### src/rtl/present_round_controller.sv
// Iterative PRESENT-80 encryption engine: one round per clock.
// Valid/ready handshakes on the job input and the ciphertext output.
module present_round_controller #(
   parameter int ROUNDS = 31
) (
   input  logic        clock,
   input  logic        reset_n,
   input  logic        in_valid,
   output logic        in_ready,
   input  logic [63:0] plaintext,
   input  logic [79:0] key,
   output logic        out_valid,
   input  logic        out_ready,
   output logic [63:0] ciphertext,
   output logic        busy,
   output logic [4:0]  round
);

   typedef enum logic [1:0] {
      IDLE,
      ROUND,
      FINAL,
      DONE
   } fsm_t;

   localparam logic [5:0] LAST = 6'(ROUNDS);

   fsm_t        fsm, fsm_d;
   logic [63:0] state_reg, state_d;
   logic [79:0] key_reg, key_d;
   logic [63:0] ct_reg, ct_d;
   logic [5:0]  rnd, rnd_d;

   function automatic logic [3:0] sbox(input logic [3:0] x);
      logic [3:0] y;
      unique case (x)
         4'h0: y = 4'hC;
         4'h1: y = 4'h5;
         4'h2: y = 4'h6;
         4'h3: y = 4'hB;
         4'h4: y = 4'h9;
         4'h5: y = 4'h0;
         4'h6: y = 4'hA;
         4'h7: y = 4'hD;
         4'h8: y = 4'h3;
         4'h9: y = 4'hE;
         4'hA: y = 4'hF;
         4'hB: y = 4'h8;
         4'hC: y = 4'h4;
         4'hD: y = 4'h7;
         4'hE: y = 4'h1;
         4'hF: y = 4'h2;
      endcase
      return y;
   endfunction

   function automatic logic [63:0] s_layer(input logic [63:0] x);
      logic [63:0] y;
      y = '0;
      for (int n = 0; n < 16; n++)
         y[4*n +: 4] = sbox(x[4*n +: 4]);
      return y;
   endfunction

   // Bit i lands on (16*i) mod 63; bit 63 stays put.
   function automatic logic [63:0] p_layer(input logic [63:0] x);
      logic [63:0] y;
      y = '0;
      for (int i = 0; i < 63; i++)
         y[(16*i) % 63] = x[i];
      y[63] = x[63];
      return y;
   endfunction

   function automatic logic [79:0] key_update(
      input logic [79:0] k,
      input logic [4:0]  rc
   );
      logic [79:0] r;
      r = {k[18:0], k[79:19]};
      r[79:76] = sbox(r[79:76]);
      r[19:15] = r[19:15] ^ rc;
      return r;
   endfunction

   always_ff @(posedge clock or negedge reset_n) begin
      if (!reset_n) begin
         fsm       <= IDLE;
         state_reg <= '0;
         key_reg   <= '0;
         ct_reg    <= '0;
         rnd       <= '0;
      end else begin
         fsm       <= fsm_d;
         state_reg <= state_d;
         key_reg   <= key_d;
         ct_reg    <= ct_d;
         rnd       <= rnd_d;
      end
   end

   always_comb begin
      fsm_d   = fsm;
      state_d = state_reg;
      key_d   = key_reg;
      ct_d    = ct_reg;
      rnd_d   = rnd;
      unique case (fsm)
         IDLE: begin
            if (in_valid) begin
               state_d = plaintext;
               key_d   = key;
               rnd_d   = 6'd1;
               fsm_d   = ROUND;
            end
         end
         ROUND: begin
            state_d = p_layer(s_layer(state_reg ^ key_reg[79:16]));
            key_d   = key_update(key_reg, rnd[4:0]);
            rnd_d   = rnd + 6'd1;
            if (rnd == LAST)
               fsm_d = FINAL;
         end
         FINAL: begin
            ct_d  = state_reg ^ key_reg[79:16];
            fsm_d = DONE;
         end
         DONE: begin
            if (out_ready) begin
               rnd_d = '0;
               fsm_d = IDLE;
            end
         end
      endcase
   end

   assign in_ready   = reset_n && (fsm == IDLE);
   assign busy       = (fsm != IDLE);
   assign out_valid  = (fsm == DONE);
   assign ciphertext = ct_reg;
   assign round      = rnd[4:0];

endmodule

### config.mk
export PLATFORM = sky130hd
export DESIGN_NAME = present_round_controller
export DESIGN_NICKNAME = d
export VERILOG_FILES = /design/src/rtl/present_round_controller.sv
export SDC_FILE = /design/constraint.sdc
export NUM_CORES = 1
export LEC_CHECK = 0
export ABC_AREA = 1
export CAP_MARGIN = 20
export CORE_MARGIN = 2
export CORE_UTILIZATION = 25
export DETAILED_ROUTE_END_ITERATION = 16
export SLEW_MARGIN = 10
export SYNTH_ARGS = -nofsm -noshare
export SYNTH_HDL_FRONTEND = slang
export SYNTH_SLANG_ARGS = --single-unit
export TNS_END_PERCENT = 20
### constraint.sdc
create_clock -name clock -period 1.9 [get_ports clock]
set_clock_uncertainty 0.15 [all_clocks]
set_input_delay 0.38 -clock clock [delete_from_list [all_inputs] [get_ports clock]]
set_output_delay 0.38 -clock clock [all_outputs]
set_load 0.005 [all_outputs]
==> After elaboration in Yosys (flattened, before gate mapping) <==
Memory sizes are Yosys's and may differ from the RTL's.
Cells that the tools add are included.
Widths: inputs -> output; s select.
{ "word_totals": {"wordCells": 51, "romBits": 1088, "reg_bits": 216, "n_memories": 17, "in_bits": 148} }
{ "mem_list": {"columns": ["memory", "words", "width", "rd", "rd_clocked_by_memory_dff", "wr", "line", "rtl"], "rows": [
  ["(no name shown)", 16, 4, 1, 0, 0, "36", "unique case (x)"],
  ["(no name shown)", 16, 4, 1, 0, 0, "36", null],
  ["(no name shown)", 16, 4, 1, 0, 0, "36", null],
  ["(no name shown)", 16, 4, 1, 0, 0, "36", null],
  ["(no name shown)", 16, 4, 1, 0, 0, "36", null],
  ["(no name shown)", 16, 4, 1, 0, 0, "36", null],
  ["+11 memories", null, null, null, null, null, null, null]
]} }
{ "classes": {"reduce_logical": 8, "muxes": 11, "addsub": 1, "eq_ne": 7, "bitwise": 2} }
{ "op_table": {"columns": ["op", "count"], "rows": [
  ["$pmux 80 s2", 1],
  ["$pmux 64 s2", 1],
  ["$mux 80", 1],
  ["$mux 64", 1],
  ["$xor 64x64->64", 1],
  ["$pmux 6 s3", 1],
  ["$mux 6", 2],
  ["$pmux 2 s4", 1],
  ["$add 6x1->6 const B", 1],
  ["$eq 6x5->1 const B", 1],
  ["$mux 2", 3],
  ["$reduce_and 3->1", 2],
  ["$xor 5x5->5", 1],
  ["$eq 2x2->1 const B", 2],
  ["$ne 2x2->1 const B", 2],
  ["$reduce_bool 2->1", 2],
  ["$reduce_bool 3->1", 1],
  ["$eq 2x1->1 const B", 1],
  ["$logic_not 2->1", 1],
  ["$ne 2x1->1 const B", 1],
  ["$reduce_and 2->1", 1],
  ["$logic_and 1x1->1", 1]
]} }

==> Longest topological paths before layout <==
{ "logic_depth": {"depth_word": 3, "ltp_mapped": 11, "depth_no_buf": 11} }

==> Least setup slack after synthesis <==
OpenSTA, ideal clock, no wires.
{ "synth_timing": {"path_type": "flip-flop to flip-flop", "startpoint": "reg fsm[0]", "endpoint": "reg key_reg[13]", "n_path_buf": 2, "path_stages_with_launch": 11, "t_arrival_ps": 1481, "setup_slack_ps": 138, "setup_ps": 130, "path_cell_list": "dfrtp_1 inv_1 ha_1 inv_2 or2_4 nand2_4 inv_2 buf_6 buf_6 o211ai_2 o21ai_1"} }
{ "synth_between": {"elab_chain_len": 3, "elab_cells_between_ends": 6} }
{ "synth_rtl": {"columns": ["element", "line", "rtl"], "rows": [
  ["from (decl)", "28", "fsm_t fsm, fsm_d;"],
  ["from (signal assigned)", "94", "fsm <= fsm_d;"],
  ["$eq 2x1->1 or $logic_not 2->1 (tied branches)", "108", "unique case (fsm)"],
  ["$reduce_bool 2->1 (no source line) or $ne 2x2->1 (tied branches)", null, null],
  ["$reduce_and 2->1 (no source line)", null, null],
  ["to (signal assigned)", "96", "key_reg <= key_d;"],
  ["to (decl)", "30", "logic [79:0] key_reg, key_d;"]
]} }
Several ways; a longest one is shown, not always the timed one.
A chain may end at the register's enable or synchronous reset.

==> Final worst setup path <==
{ "layout_timing": {"startpoint": "reg fsm[1]", "endpoint": "out out_valid"} }
{ "layout_between": {"elab_chain_len": 1} }
{ "layout_rtl": {"columns": ["element", "line", "rtl"], "rows": [
  ["$eq 2x2->1", "139", "assign out_valid = (fsm == DONE);"],
  ["to (decl)", "12", "output logic out_valid,"]
]} }
Every way passes these cells.

==> run metrics <==
status=finished, violations left; violated checks=negative setup slack; Crit Path Max Fanout=2; most frequent cells in the layout=nand2_1 (816), dfrtp_1 (210), inv_1 (197), nand3_1 (165), clkdlybuf4s50_1 (146); CTS tree=yes; Initial Utilization=25.40%; Max IR drop VDD=1.038 mV; worst skew pair latency=0.57 ns; Post-DP HPWL=44390 um; initial antenna violation count=1; boundary pin count=220; Inserted Clock Buffers=28; pin count of the biggest net entering global routing=87; placed cell count=3023; Placed Instance Area=0.01784 mm2; post-route ant nets=0; Hold Crit Class=primary input to asynchronous set/reset pin; Die Width=241.0 um; die height=241.0 um; CP Capture Type=output port; DRT Pass-1 Iters=7; Post-Syn Nets=2231; design area=0.01934 mm2; Finished Layout Cells=3090; f_max=495.1 MHz; detailed-route via count=14490; Sw Share=49.96%; final setup vio count=115; sequential power share=21.0%; Clock Path Buffers=3; GRT met3 Usage=2.608%; max-slew headroom at the worst pin=64.63%; Final WS setup=-0.1199 ns; pre-CTS setup slack=-0.1408 ns; pwr dens=2222 mW/mm2; CTS root buffer=clkbuf_16; H-tree depth=1; combinational power share=65.4%; vias in the first global route=13850; synthesized area per cell=6.940 um2; first-pass GRT wire length=84350 um; Cell variety after synth=28; met2 usage=31.38%; First DRT Iteration DRCs=1334; GRT overflow=0; Crit Path Category=register to output port; Sink Count=216; max_cap viols=0; Synth Instances=2024; synthesized flop and latch total=216; Clk pin slew, worst setup/hold paths=0.06 ns; Largest register FFs=80; GRT Util Overall=19.18%; Worst EP required=1.37 ns; P_int=21.50 mW; count of input and output buffers=219; GR peak layer=met2; hold slack final=0.2218 ns; fin crit share=106.3%; Seq/Total Area, Yosys=38.48%; Clock power frac=13.6%; WL per Instance=18.28 um; NumNets Final=2528; P_leak=9.663 nW; share of cells above drive strength 1=13.96%; filler instances=5819; crit path time final=2.020 ns; Critical Path AT=1.49 ns; crit path launch type=register; Vias/cell=4.688; P_sw=21.47 mW; Yosys warning total=0; antenna cells=0; Pins Over Slew Limit=0; core box area=0.05531 mm2; number of remaining DRC errors=0; Cell Area, Synth=0.01405 mm2; full die area=0.05810 mm2; Placer Congestion=0.9217; global routing usage on met1=26.34%; leading cell type in the layout, fill and taps excluded=nand2_1; Worst Tran Pin Value=0.5267 ns; Fin. Hold Viols=0; Routed WL=56490 um; RSZ-0062 raised after global routing=true; Syn-to-layout area delta=37.69%; row count=86
[final cells by class]
class / count / area (um2) / share of cell area [%]
tap: 748 / 935.9 / 4.839
clock inverter: 14 / 183.9 / 0.9510
timing repair buffer: 351 / 3522 / 18.21
sequential: 216 / 5413 / 27.99
multi-input combinational: 1518 / 7662 / 39.62
clock buffer: 37 / 825.8 / 4.270
inverter: 206 / 797.0 / 4.121
[cell usage after synthesis, drive strengths merged]
master,instances,area (um2)
inv,205,769.5
nand3b,7,52.55
nand2,828,3118
buf,51,375.4
ha,59,738.2
a22oi,1,7.510
o22ai,1,6.260
o21ai,132,660.6
a21oi,61,305.3
clkinv,1,3.750
xnor2,8,70.07
dfrtp,216,5405
a31oi,21,131.4
or2,3,21.27
nand3,175,875.8
xor2,7,61.31
o211ai,60,730.7
nand4,3,18.77
clkbuf,33,123.9
nor2,152,570.6
[metrics by stage]
| step | utilization [%] | power [mW] | setup TNS, ns |
|---|---|---|---|
| after floorplan | - | 25.48 | 0 |
| after global placement | 32.26 | 35.23 | -9.914 |
| after detailed placement | 32.26 | 35.87 | -9.510 |
| after CTS | 34.49 | 42.10 | -1.736 |
| after global routing | 34.97 | 46.96 | -11.12 |
| final | 34.97 | 42.97 | -2.706 |
[worst paths after layout]
kind,from,end,slack (ns),cells past startpoint
max,fsm[1],out_valid,-0.12,4
min,reset_n,rnd[4],0.22,3
max reg2reg,fsm[1],state_reg[60],-0.07,10
min reg2reg,ciphertext[52],ciphertext[52],0.33,2
max in group asynchronous,reset_n,key_reg[44],0.53,4
min in group clock,key[67],key_reg[67],0.25,3
[power by group through the flow]
stage / logic [mW] / clock network (mW) / registers [mW]
final: 28.1 / 5.85 / 9.01
after global routing: 31.5 / 6.16 / 9.31
after CTS: 27.2 / 5.97 / 8.95
after detailed placement: 26.8 / 0 / 9.04
after global placement: 26.2 / 0 / 9.01
after floorplan: 17.0 / 0 / 8.50
[logic make-up after synthesis]
family          share of synthesized area [%]
fa+ha+maj                               5.256
simple gates                            33.16
flops                                   38.48
xor+xnor                               0.9354
compound gates                          13.11
buf+inv                                 9.059
[what timing repair did]
item | CTS | global route
endpoints found under the hold margin | 73 | 0
resized for setup | 146 | 57
pin swaps | 4 | 6
hold buffers | 1 | 0
setup endpoints to repair | 155 | 152
setup buffers | 13 | 2
gates cloned | 0 | 2
[per-layer routing]
metal | up-vias | routed length, um
met1 | 6845 | 25320
met3 | 69 | 3749
met2 | 543 | 25860
met5 | - | 0
li1 | 7029 | -
met4 | 0 | 1556
[critical path, stage by stage, from the launching register on]
cell and delay [ns]:
dfrtp_1 0.39, buf_4 0.14, buf_6 0.11, ha_4 0.16
buf_6 0.11
Note: power is estimated with default switching activity, not from simulation.
==> patch (same settings) <==
Register the input `key` before use, without a reset. The logic sees it one clock later. The other inputs are not delayed to match.
--- a/src/rtl/present_round_controller.sv
+++ b/src/rtl/present_round_controller.sv
@@ -25,4 +25,10 @@
 
    localparam logic [5:0] LAST = 6'(ROUNDS);
+
+   logic [79:0] key_q;
+
+   always_ff @(posedge clock) begin
+      key_q <= key;
+   end
 
    fsm_t        fsm, fsm_d;
@@ -110,5 +116,5 @@
             if (in_valid) begin
                state_d = plaintext;
-               key_d   = key;
+               key_d   = key_q;
                rnd_d   = 6'd1;
                fsm_d   = ROUND;
Function: no difference found for any inputs over 10 cycles, from zero or initial values and one cycle with reset_n low; that may be too few to reach the edited logic, so the function may still have changed.
==> patch against the original RTL <==
The run still ends with negative setup slack left; sequential power up 22%; synthesized area up 10%; setup slack better by 0.029 ns; design area up 11%; critical path depth unchanged; routed wire length up 1.5%; sequential cell count up 80; global-route usage down 1.6 points; power up 7.3%; cell count up 6.7%; critical endpoint unchanged.
==> patch: results (changes against the original RTL) <==
| Metric | Value |
|---|---|
| Top cells by count, synth | `nand2_1, dfrtp_1, inv_1 (unchanged)` |
| Least-Margin Pin Slew | `0.507 ns (was 0.527 ns)` |
| First-pass iteration count of the detailed router | `5 (was 7)` |
| Setup Buffers After CTS | `11 (was 13)` |
| Clock buffer count | `53 (was 37)` |
| Detailed Route WL | `57300 um (was 56500 um)` |
| Compound-Gate Fraction of Synth Area | `10.3% (was 13.1%)` |
| Top post-synthesis cells by area | `dfrtp_1, nand2_1, dfxtp_1, nand3_1, ha_1 (was dfrtp_1, nand2_1, nand3_1, inv_1, ha_1)` |
| Setup ws final | `-0.0907 ns (was -0.120 ns)` |
| # setup viols final | `86 (was 115)` |
| Setup TNS after final layout | `-2.67 ns (was -2.71 ns)` |
| Layout cells sized above 1 | `13.3% (was 14.0%)` |
| Async S/R FF share, synth | `73.0% (was 100%)` |
| GRT met1 Usage | `24.0% (was 26.3%)` |
| Routing usage on met2 | `28.3% (was 31.4%)` |
| DR WL met2 | `25800 um (was 25900 um)` |
| DR vias/cell | `4.53 (was 4.69)` |
| Hold Path Class | `input port to flop (was input port to asynchronous set/reset pin)` |
| Internal power | `0.0245 W (was 0.0215 W)` |
| Final-layout clock-cell area share | `6.25% (was 5.22%)` |
| Synth Area in XOR/XNOR | `0.848% (was 0.935%)` |
| GR Util met3 | `3.21% (was 2.61%)` |
| Final cell count without fillers | `3298 (was 3090)` |
| Combinational Power | `0.0275 W (was 0.0281 W)` |
| Worst r2r src | `fsm[0] (was fsm[1])` |
| Outcome | `finished with violations (unchanged)` |
| Largest net degree at the start of global routing | `62 (was 87)` |
| Vias in the first global route | `13983 (was 13851)` |
| Worst skew pair latency | `0.59 ns (was 0.57 ns)` |
| Register area share after synthesis | `45.2% (was 38.5%)` |
| Met1 wire length | `26400 um (was 25300 um)` |
| First-pass GRT wire length | `84400 um (about the same)` |
| Cts repair resizes | `116 (was 146)` |
| Data buffer area share | `18.3% (was 18.2%)` |
| P_seq | `0.0110 W (was 0.00901 W)` |
| Num sequential | `296 (was 216)` |
| Pre-CTS setup slack | `-0.145 ns (was -0.141 ns)` |
| Failing checks | `negative setup slack (unchanged)` |
| Syn nets | `2326 (was 2231)` |
| Nets | `2685 (was 2528)` |
| Post-synthesis adder-cell area fraction | `4.77% (was 5.26%)` |
| Initial antenna violation count | `0 (was 1)` |
patch: how the worst max path moves through the flow:
stage / start / to / slack, ns / depth (start not counted)
global route: fsm[0] / key_reg[51] / -0.16 / 10
detailed placement: in_valid / key_reg[77] / -0.14 / 7
finish: fsm[0] / out_valid / -0.09 / 4
global placement: in_valid / state_reg[53] / -0.13 / 8
CTS: fsm[0] / out_valid / -0.12 / 4
floorplan: fsm[0] / key_reg[63] / 0.14 / 10
patch: through the flow:
stage / power [W] / cell area, um^2 / util (%) / hold slack (ns)
after CTS: 0.0457 / 21200 / 34.5 / 0.0562
after detailed placement: 0.0379 / 19800 / 32.2 / 0.299
after floorplan: 0.0269 / 15500 / - / -0.0656
after global routing: 0.0502 / 21400 / 34.8 / 0.0694
final: 0.0461 / 21400 / 34.8 / 0.0845
after global placement: 0.0376 / 19800 / 32.2 / 0.295
